--- config.mk ---
export PLATFORM = sky130hd
export DESIGN_NAME = nabp_multi_mapper
export DESIGN_NICKNAME = d
export VERILOG_FILES = /design/src/rtl/nabp_mapper_pkg.sv /design/src/rtl/nabp_mapper_lane.sv /design/src/rtl/nabp_multi_mapper.sv
export SDC_FILE = /design/constraint.sdc
export NUM_CORES = 1
export LEC_CHECK = 0
export ABC_AREA = 0
export CORE_ASPECT_RATIO = 1.4
export CORE_MARGIN = 3
export CORE_UTILIZATION = 30
export CTS_CLUSTER_DIAMETER = 50
export DETAILED_ROUTE_END_ITERATION = 8
export DONT_BUFFER_PORTS = 1
export PLACE_DENSITY_LB_ADDON = 0.08
export SLEW_MARGIN = 5
export SYNTH_ARGS = -nofsm -noshare
export SYNTH_HDL_FRONTEND = slang
export SYNTH_SLANG_ARGS = --single-unit
--- constraint.sdc ---
create_clock -name clk -period 7 [get_ports clk]
set_input_delay 1.75 -clock clk [delete_from_list [all_inputs] [get_ports clk]]
set_output_delay 1.75 -clock clk [all_outputs]
set_load 0.02 [all_outputs]
--- src/rtl/nabp_mapper_pkg.sv ---
// Shared state type, default accumulator geometry and the line range check
// used by every mapper lane.
package nabp_mapper_pkg;

  typedef enum logic [1:0] {
    READY = 2'd0,
    MAP   = 2'd1,
    FLUSH = 2'd2
  } map_state_e;

  localparam int ACCU_I_DEF = 11;
  localparam int ACCU_F_DEF = 12;
  localparam int ACCU_W     = ACCU_I_DEF + ACCU_F_DEF;

  // True when a signed fixed-point accumulator lands on the projection line.
  function automatic logic in_line(input longint accu, input int line_size, input int frac_w);
    return (accu >= 0) && (accu < (longint'(line_size) << frac_w));
  endfunction

endpackage

--- src/rtl/nabp_mapper_lane.sv ---
// One mapper lane: signed accumulator plus registered, range-checked address.
// With NABP_MAPPER_FRAC_EN the fraction bits are registered alongside.
module nabp_mapper_lane
  import nabp_mapper_pkg::*;
#(
  parameter int AW        = ACCU_W,
  parameter int FRAC      = ACCU_F_DEF,
  parameter int S_W       = 9,
  parameter int LINE_SIZE = 256
) (
  input  logic           clk,
  input  logic           reset_n,
  input  logic           load_i,
  input  logic           step_i,
  input  logic           out_en_i,
  input  logic [AW-1:0]  init_i,
  input  logic [AW-1:0]  base_i,
  output logic [S_W-1:0] s_o,
  output logic           valid_o
`ifdef NABP_MAPPER_FRAC_EN
  ,
  output logic [FRAC-1:0] frac_o
`endif
);

  logic signed [AW-1:0] accu_q, accu_d;
  logic [S_W-1:0]       s_d;
  logic                 valid_d;

  always_comb begin
    accu_d = accu_q;
    if (load_i)      accu_d = init_i;
    else if (step_i) accu_d = accu_q + base_i;
  end

  // Invalid lanes drive zero so downstream RAM ports see a benign address.
  always_comb begin
    valid_d = out_en_i && in_line(longint'(accu_q), LINE_SIZE, FRAC);
    s_d     = valid_d ? accu_q[FRAC +: S_W] : '0;
  end

  always_ff @(posedge clk or negedge reset_n) begin
    if (!reset_n) begin
      accu_q  <= '0;
      s_o     <= '0;
      valid_o <= 1'b0;
    end else begin
      accu_q  <= accu_d;
      s_o     <= s_d;
      valid_o <= valid_d;
    end
  end

`ifdef NABP_MAPPER_FRAC_EN
  always_ff @(posedge clk or negedge reset_n) begin
    if (!reset_n) frac_o <= '0;
    else          frac_o <= valid_d ? accu_q[FRAC-1:0] : '0;
  end
`endif

endmodule

--- src/rtl/nabp_multi_mapper.sv ---
// N_CH-lane NABP mapper: pass FSM, saturating step counter and lane array.
// Optional rm_s_frac port is enabled by NABP_MAPPER_FRAC_EN.
module nabp_multi_mapper
  import nabp_mapper_pkg::*;
#(
  parameter int N_CH      = 4,
  parameter int LINE_SIZE = 256,
  parameter int S_W       = 9,
  parameter int ACCU_I    = ACCU_I_DEF,
  parameter int ACCU_F    = ACCU_F_DEF,
  localparam int AW       = ACCU_I + ACCU_F
) (
  input  logic                 clk,
  input  logic                 reset_n,
  input  logic [N_CH*AW-1:0]   mp_accu_init,
  input  logic [N_CH*AW-1:0]   mp_accu_base,
  input  logic                 sh_kick,
  input  logic                 sh_shift_en,
  input  logic                 sh_done,
  output logic                 sh_ack,
  output logic [S_W-1:0]       mp_step_cnt,
  output logic [N_CH*S_W-1:0]  rm_s_val,
  output logic [N_CH-1:0]      rm_s_valid
`ifdef NABP_MAPPER_FRAC_EN
  ,
  output logic [N_CH*ACCU_F-1:0] rm_s_frac
`endif
);

  map_state_e state_q, state_d;
  logic [S_W-1:0] cnt_q, cnt_d;
  logic load, step, out_en;
  logic [N_CH-1:0][S_W-1:0] s_lane;

  always_ff @(posedge clk or negedge reset_n) begin
    if (!reset_n) state_q <= READY;
    else          state_q <= state_d;
  end

  always_comb begin
    state_d = state_q;
    case (state_q)
      READY:   if (sh_kick) state_d = MAP;
      MAP:     if (sh_done) state_d = FLUSH;
      FLUSH:   state_d = READY;
      default: state_d = READY;
    endcase
  end

  // Lanes reload while idle; outputs keep tracking through FLUSH so the final step is seen.
  always_comb begin
    sh_ack = (state_q == MAP);
    load   = (state_q == READY);
    step   = (state_q == MAP) && sh_shift_en;
    out_en = (state_q != READY);
  end

  always_comb begin
    cnt_d = cnt_q;
    if (state_q == READY && sh_kick) cnt_d = '0;
    else if (step && cnt_q != '1)    cnt_d = cnt_q + 1'b1;
  end

  always_ff @(posedge clk or negedge reset_n) begin
    if (!reset_n) cnt_q <= '0;
    else          cnt_q <= cnt_d;
  end

  assign mp_step_cnt = cnt_q;
  assign rm_s_val    = s_lane;

`ifdef NABP_MAPPER_FRAC_EN
  logic [N_CH-1:0][ACCU_F-1:0] f_lane;
  assign rm_s_frac = f_lane;
`endif

  for (genvar k = 0; k < N_CH; k++) begin : g_lane
    nabp_mapper_lane #(
      .AW       (AW),
      .FRAC     (ACCU_F),
      .S_W      (S_W),
      .LINE_SIZE(LINE_SIZE)
    ) u_lane (
      .clk     (clk),
      .reset_n (reset_n),
      .load_i  (load),
      .step_i  (step),
      .out_en_i(out_en),
      .init_i  (mp_accu_init[k*AW +: AW]),
      .base_i  (mp_accu_base[k*AW +: AW]),
      .s_o     (s_lane[k]),
      .valid_o (rm_s_valid[k])
`ifdef NABP_MAPPER_FRAC_EN
      ,
      .frac_o  (f_lane[k])
`endif
    );
  end

endmodule

== Yosys cells after proc, flatten, opt, wreduce, memory -nomap -nowiden ==
Index checks and enable logic that the tools add are counted.
Storage, ports and cells
  register bits: 143
  input bits: 189
  output and inout port bits: 50
Operators by class
  add/sub/neg operators: 5
  order comparisons: 8
  equality and inequality tests: 4
  multiplexer cells: 17
  reduce and logical (&&, ||, !) cells: 16
Operators with widths (number)
  23-bit two-way mux: 8
  23-bit adder: 4
  23-bit by 1-bit >= comparator with 1-bit output, second input constant: 4
  23-bit by 22-bit < comparator with 1-bit output, second input constant: 4
  9-bit two-way mux: 6
  1-bit logical AND: 11
  9-bit by 1-bit adder with 9-bit output, second input constant: 1
  9-bit inequality test, second input constant: 1
  2-bit nonzero test: 3
  2-bit two-way mux: 2
  2-bit inequality test, second input constant: 2
  2-bit case mux with 2 select lines: 1
  2-bit by 1-bit == test with 1-bit output, second input constant: 1
  2-bit logical NOT: 1
  2-bit AND reduction: 1

== Logic depth before layout (Yosys ltp) ==
  word-level depth: 5
  gate-level depth with buffers: 12

== By module ==
From an unflattened synthesis, not the netlist that was laid out.
Unflattened totals
  cells, all modules: 1221
  area total of the unflattened synthesis: 10869.2 um2
Modules (own cells, without submodules)
  nabp_mapper_lane (g_lane[0].u_lane ...): times used 2, cells an instance 293, area each 2643.8 um2
  nabp_mapper_lane (g_lane[3].u_lane): times used 1, cells an instance 291, area each 2524.9 um2
  nabp_mapper_lane (g_lane[2].u_lane): times used 1, cells an instance 289, area each 2487.4 um2
  nabp_multi_mapper: times used 1, cells an instance 55, area each 569.3 um2

== Worst setup path after synthesis ==
Ideal clock, no wire load.
  path kind: input to register
  start: input mp_accu_base[23]
  end: register g_lane[1].u_lane.accu_q[22]
  setup time: 146 ps
  arrival: 3994 ps
  slack: 2860 ps
  cell stages on the path: 12
  path buffers: 0
  path through: ha_1 inv_1 fa_1 nand2b_1 a21oi_1 o21ai_0 o31ai_1 o22ai_1 o211ai_1 a2111oi_0 nor3_1 o311ai_0
Between the ends
  longest elaborated chain between the ends: 3
Ends and longest elaborated chain
  start, declared: RTL line nabp_multi_mapper.sv:16  | input logic [N_CH*AW-1:0] mp_accu_base,
  23-bit adder: RTL line nabp_mapper_lane.sv:33  | else if (step_i) accu_d = accu_q + base_i;
  23-bit two-way mux: RTL line nabp_mapper_lane.sv:33
  23-bit two-way mux: RTL line nabp_mapper_lane.sv:32  | if (load_i) accu_d = init_i;
  end signal, assigned: RTL line nabp_mapper_lane.sv:48  | accu_q <= accu_d;
  end, declared: RTL line nabp_mapper_lane.sv:26  | logic signed [AW-1:0] accu_q, accu_d;
Every way passes these cells. The select of a mux whose other input is x is not followed.
A chain may end at the register's enable or synchronous reset.

== Worst setup path after layout ==
Same ends and word-level chain as after synthesis.

==> flow_metrics.env <==
export IMPL_status="finished clean"
export IMPL_worst_slew_pin_slew_ns=0.927
export IMPL_grt_pass1_wl_mm=48.3
export IMPL_synth_top_family_by_area="compound AO/OA/AOI/OAI gates"
export IMPL_io_buffers=0
export IMPL_final_cell_count_no_fill=1586
export IMPL_start_util_pct=30.8
export IMPL_ios=239
export IMPL_crit_start="mp_accu_base[23]"
export IMPL_die_h_um=220
export IMPL_critPathMaxFanout=4
export IMPL_yosysSeqAreaShare_pct=36.5
export IMPL_synth_compound_area_share_pct=22.6
export IMPL_cpLargestDelayFamily="compound AO/OA/AOI/OAI gates"
export IMPL_use_met2_pct=30.4
export IMPL_ys_seq_elements=143
export IMPL_hold_viol=0
export IMPL_yosys_area_share_simple_pct=18.8
export IMPL_grt_total_usage_pct=17.6
export IMPL_tns_ns=0
export IMPL_ir_drop_v=0.000163
export IMPL_rows=77
export IMPL_yosysTopAreaCellShare_pct=36.5
export IMPL_synthTopCellsByArea="dfrtp_1 (36%), ha_1 (11%), a21oi_1 (7.3%), nand2_1 (4.7%), nor2_1 (4.2%)"
export IMPL_num_vias=8196
export IMPL_cts_num_sinks=143
export IMPL_drv_slew=0
export IMPL_place_hpwl_mm=22.2
export IMPL_pwr_density_cell_nw_per_um2=458
export IMPL_first_pass_iters=5
export IMPL_drive_gt1_share_pct=4.69
export IMPL_fmax_mhz=235
export IMPL_fin_crit_ns=4.25
export IMPL_p_leak_uw=0.00489
export IMPL_min_from="g_lane[2].u_lane.accu_q[16]"
export IMPL_synth_top_area_cell="dfrtp_1"
export IMPL_insertion_delay_ns=0.44
export IMPL_drt_initial_drc_count=314
export IMPL_synth_async_reset_ratio_pct=100
export IMPL_synth_fa_ha_area_share_pct=12.3
export IMPL_power_uw=4990
export IMPL_max_slew_margin_pct=36.6
export IMPL_slowest_delay_ns=0.57
export IMPL_post_route_period_util_pct=60.7
export IMPL_htreeDepth=4
export IMPL_syn_avg_cell_area_um2=8.51
export IMPL_rsz0062_at_grt="false"
export IMPL_grt_ovfl_total=0
export IMPL_critPathCaptureType="register"
export IMPL_cp_required_ns=7.28
export IMPL_dp_cells=1554
export IMPL_drc_errors=0
export IMPL_cts_tree="done"
export IMPL_yosys_warnings=0
export IMPL_wl_per_cell_um=19.2
export IMPL_area_delta_synth_final_pct=10.9
export IMPL_postSynthCellCount=1153
export IMPL_drtAntennaViolNets=0
export IMPL_dieArea_um2=35000
export IMPL_gp_congestion=0.796
export IMPL_crit_slowest_cell="o31ai_1"
export IMPL_cts_root_buf="clkbuf_16"
export IMPL_yosysUniqueCellTypes=63
export IMPL_wl_mm=30.5
export IMPL_grt_busiest_layer="met2"
export IMPL_postCtsSetupBuffers=0
export IMPL_clockBufferDepth=2
export IMPL_grtUsageMet3_pct=5.15
export IMPL_synth_area_um2=9810
export IMPL_antenna_found_initial=2
export IMPL_hp_class="reg -> reg"
export IMPL_grt_met1_usage_pct=21.4
export IMPL_grt_pass1_vias=8485
export IMPL_path_cells="ha_1 -> inv_1 -> fa_1 -> nand2b_1 -> a21oi_1 -> o21ai_0 -> o31ai_1 -> o22ai_1 -> o211ai_1 -> a2111oi_0 -> nor3_1 -> o311ai_0"
export IMPL_synth_area_mux_share_pct=0.408
export IMPL_synth_edff_count=0
export IMPL_grt_max_degree=144
export IMPL_final_net_count=1422
export IMPL_core_um2=31900
export IMPL_worst_setup_path_type="in -> reg"
export IMPL_setup_viol=0
export IMPL_final_util_pct=34.1
export IMPL_cp_num_buf_inv=1
export IMPL_cts_resized=0
export IMPL_synthXorXnorAreaFrac_pct=6.25
export IMPL_r2r_start="g_lane[1].u_lane.accu_q[0]"
export IMPL_max_cap_violations=0
export IMPL_fin_worst_skew_ns=0.0138
export IMPL_clk_pin_slew_worst_paths_ns=0.06
export IMPL_cts_made_buffers=17
export IMPL_synth_ff_type="dfrtp_1"
export IMPL_critPathLaunchType="primary input"
export IMPL_die_x_um=159
export IMPL_arrival_ns=4.53
export IMPL_postCtsHoldBufs=0
export IMPL_via_per_inst=5.17
export IMPL_ys_top_cells_by_count="a21oi_1 (143), dfrtp_1 (143), nand2_1 (122)"
-- cells by family (layout without fill, tap and decap cells) --
family	Yosys count	after routing
buffers and inverters	80	75
and+or+nand+nor	390	390
adders and majority gates	94	94
muxes	4	4
other	1	5
xor gates and xnor gates	70	70
DFF	143	143
AOI/OAI and AO/OA	371	371
-- path summary, 6_finish.rpt --
kind                       slack (ns)                           to  cells after the start
max                              2.75  g_lane[1].u_lane.accu_q[22]                     12
min                              0.52      g_lane[2].u_lane.s_o[4]                      1
max reg2reg                      3.69  g_lane[1].u_lane.accu_q[22]                     12
min reg2reg                      0.52      g_lane[2].u_lane.s_o[4]                      1
max in group asynchronous        5.79  g_lane[0].u_lane.accu_q[13]                      0
min in group asynchronous        1.01   g_lane[1].u_lane.accu_q[1]                      0
-- report_power, final --
part	internal, uW	switching (uW)
Clock	587	379
Sequential	1130	258
Combinational	1110	1520
Total	2830	2160
-- cell type report --
type	instances	area [um2]
antenna	1	2.50
clock buffer	22	474
clock inverter	9	134
fill	3362	21000
inverter	35	131
multi-input combinational	933	5960
sequential	143	3580
tap	434	543
timing repair buffer	9	67.6
-- per-stage QoR --
stage	setup WS (ns)	hold WS (ns)	cell area, um2
finish	2.75	0.517	10900
floorplan	2.86	0.472	9830
detailed placement	2.24	0.495	10300
global placement	2.32	0.489	10300
CTS	2.73	0.514	10900
global route	2.45	0.544	10900
-- cells in the final DEF, fill, tap and decap left out, drive strengths merged, types with 4 or more instances in the layout --
| master | count |
|---|---|
| mux2i | 4 |
| o21ai | 86 |
| a21oi | 144 |
| fa | 4 |
| o31a | 4 |
| inv | 35 |
| o21bai | 9 |
| clkinvlp | 4 |
| nor4 | 9 |
| nand3 | 14 |
| and3 | 16 |
| xnor2 | 31 |
| a211oi | 7 |
| xor2 | 39 |
| buf | 9 |
| nor3 | 19 |
| ha | 90 |
| or3 | 9 |
| nand2b | 18 |
| a31oi | 25 |
| and2 | 41 |
| a21o | 34 |
| clkbuf | 22 |
| o211ai | 5 |
| nor2 | 111 |
| o31ai | 8 |
| conb | 4 |
| nor2b | 6 |
| o21a | 7 |
| dfrtp | 143 |
| nand4 | 8 |
| or2 | 6 |
| o22ai | 18 |
| a22oi | 4 |
| nand2 | 122 |
-- state kept, by name, summed over array words and instances, names as in the netlist --
register / cells
g_lane.u_lane.accu_q: 92
g_lane.u_lane.s_o: 36
mp_step_cnt: 9
state_q: 2
g_lane.u_lane.valid_o: 4
-- worst reg2reg max path, stage by stage (launching register included) --
cell and delay [ns]:
dfrtp_1 0.36, ha_1 0.20, inv_1 0.06, fa_1 0.38, nand2b_1 0.20, a21oi_1 0.18
o21ai_0 0.21, o31ai_1 0.57, o22ai_1 0.22, o211ai_1 0.31, a2111oi_0 0.16, nor3_1 0.17
o311ai_0 0.14
-- per-layer routing --
layer	part of all wire, %	vias up
met5	0.066	-
met4	1.3	2
met3	5.6	21
met2	50	160
met1	43	3948
li1	-	4065
Note: power is estimated with default switching activity, not from simulation.
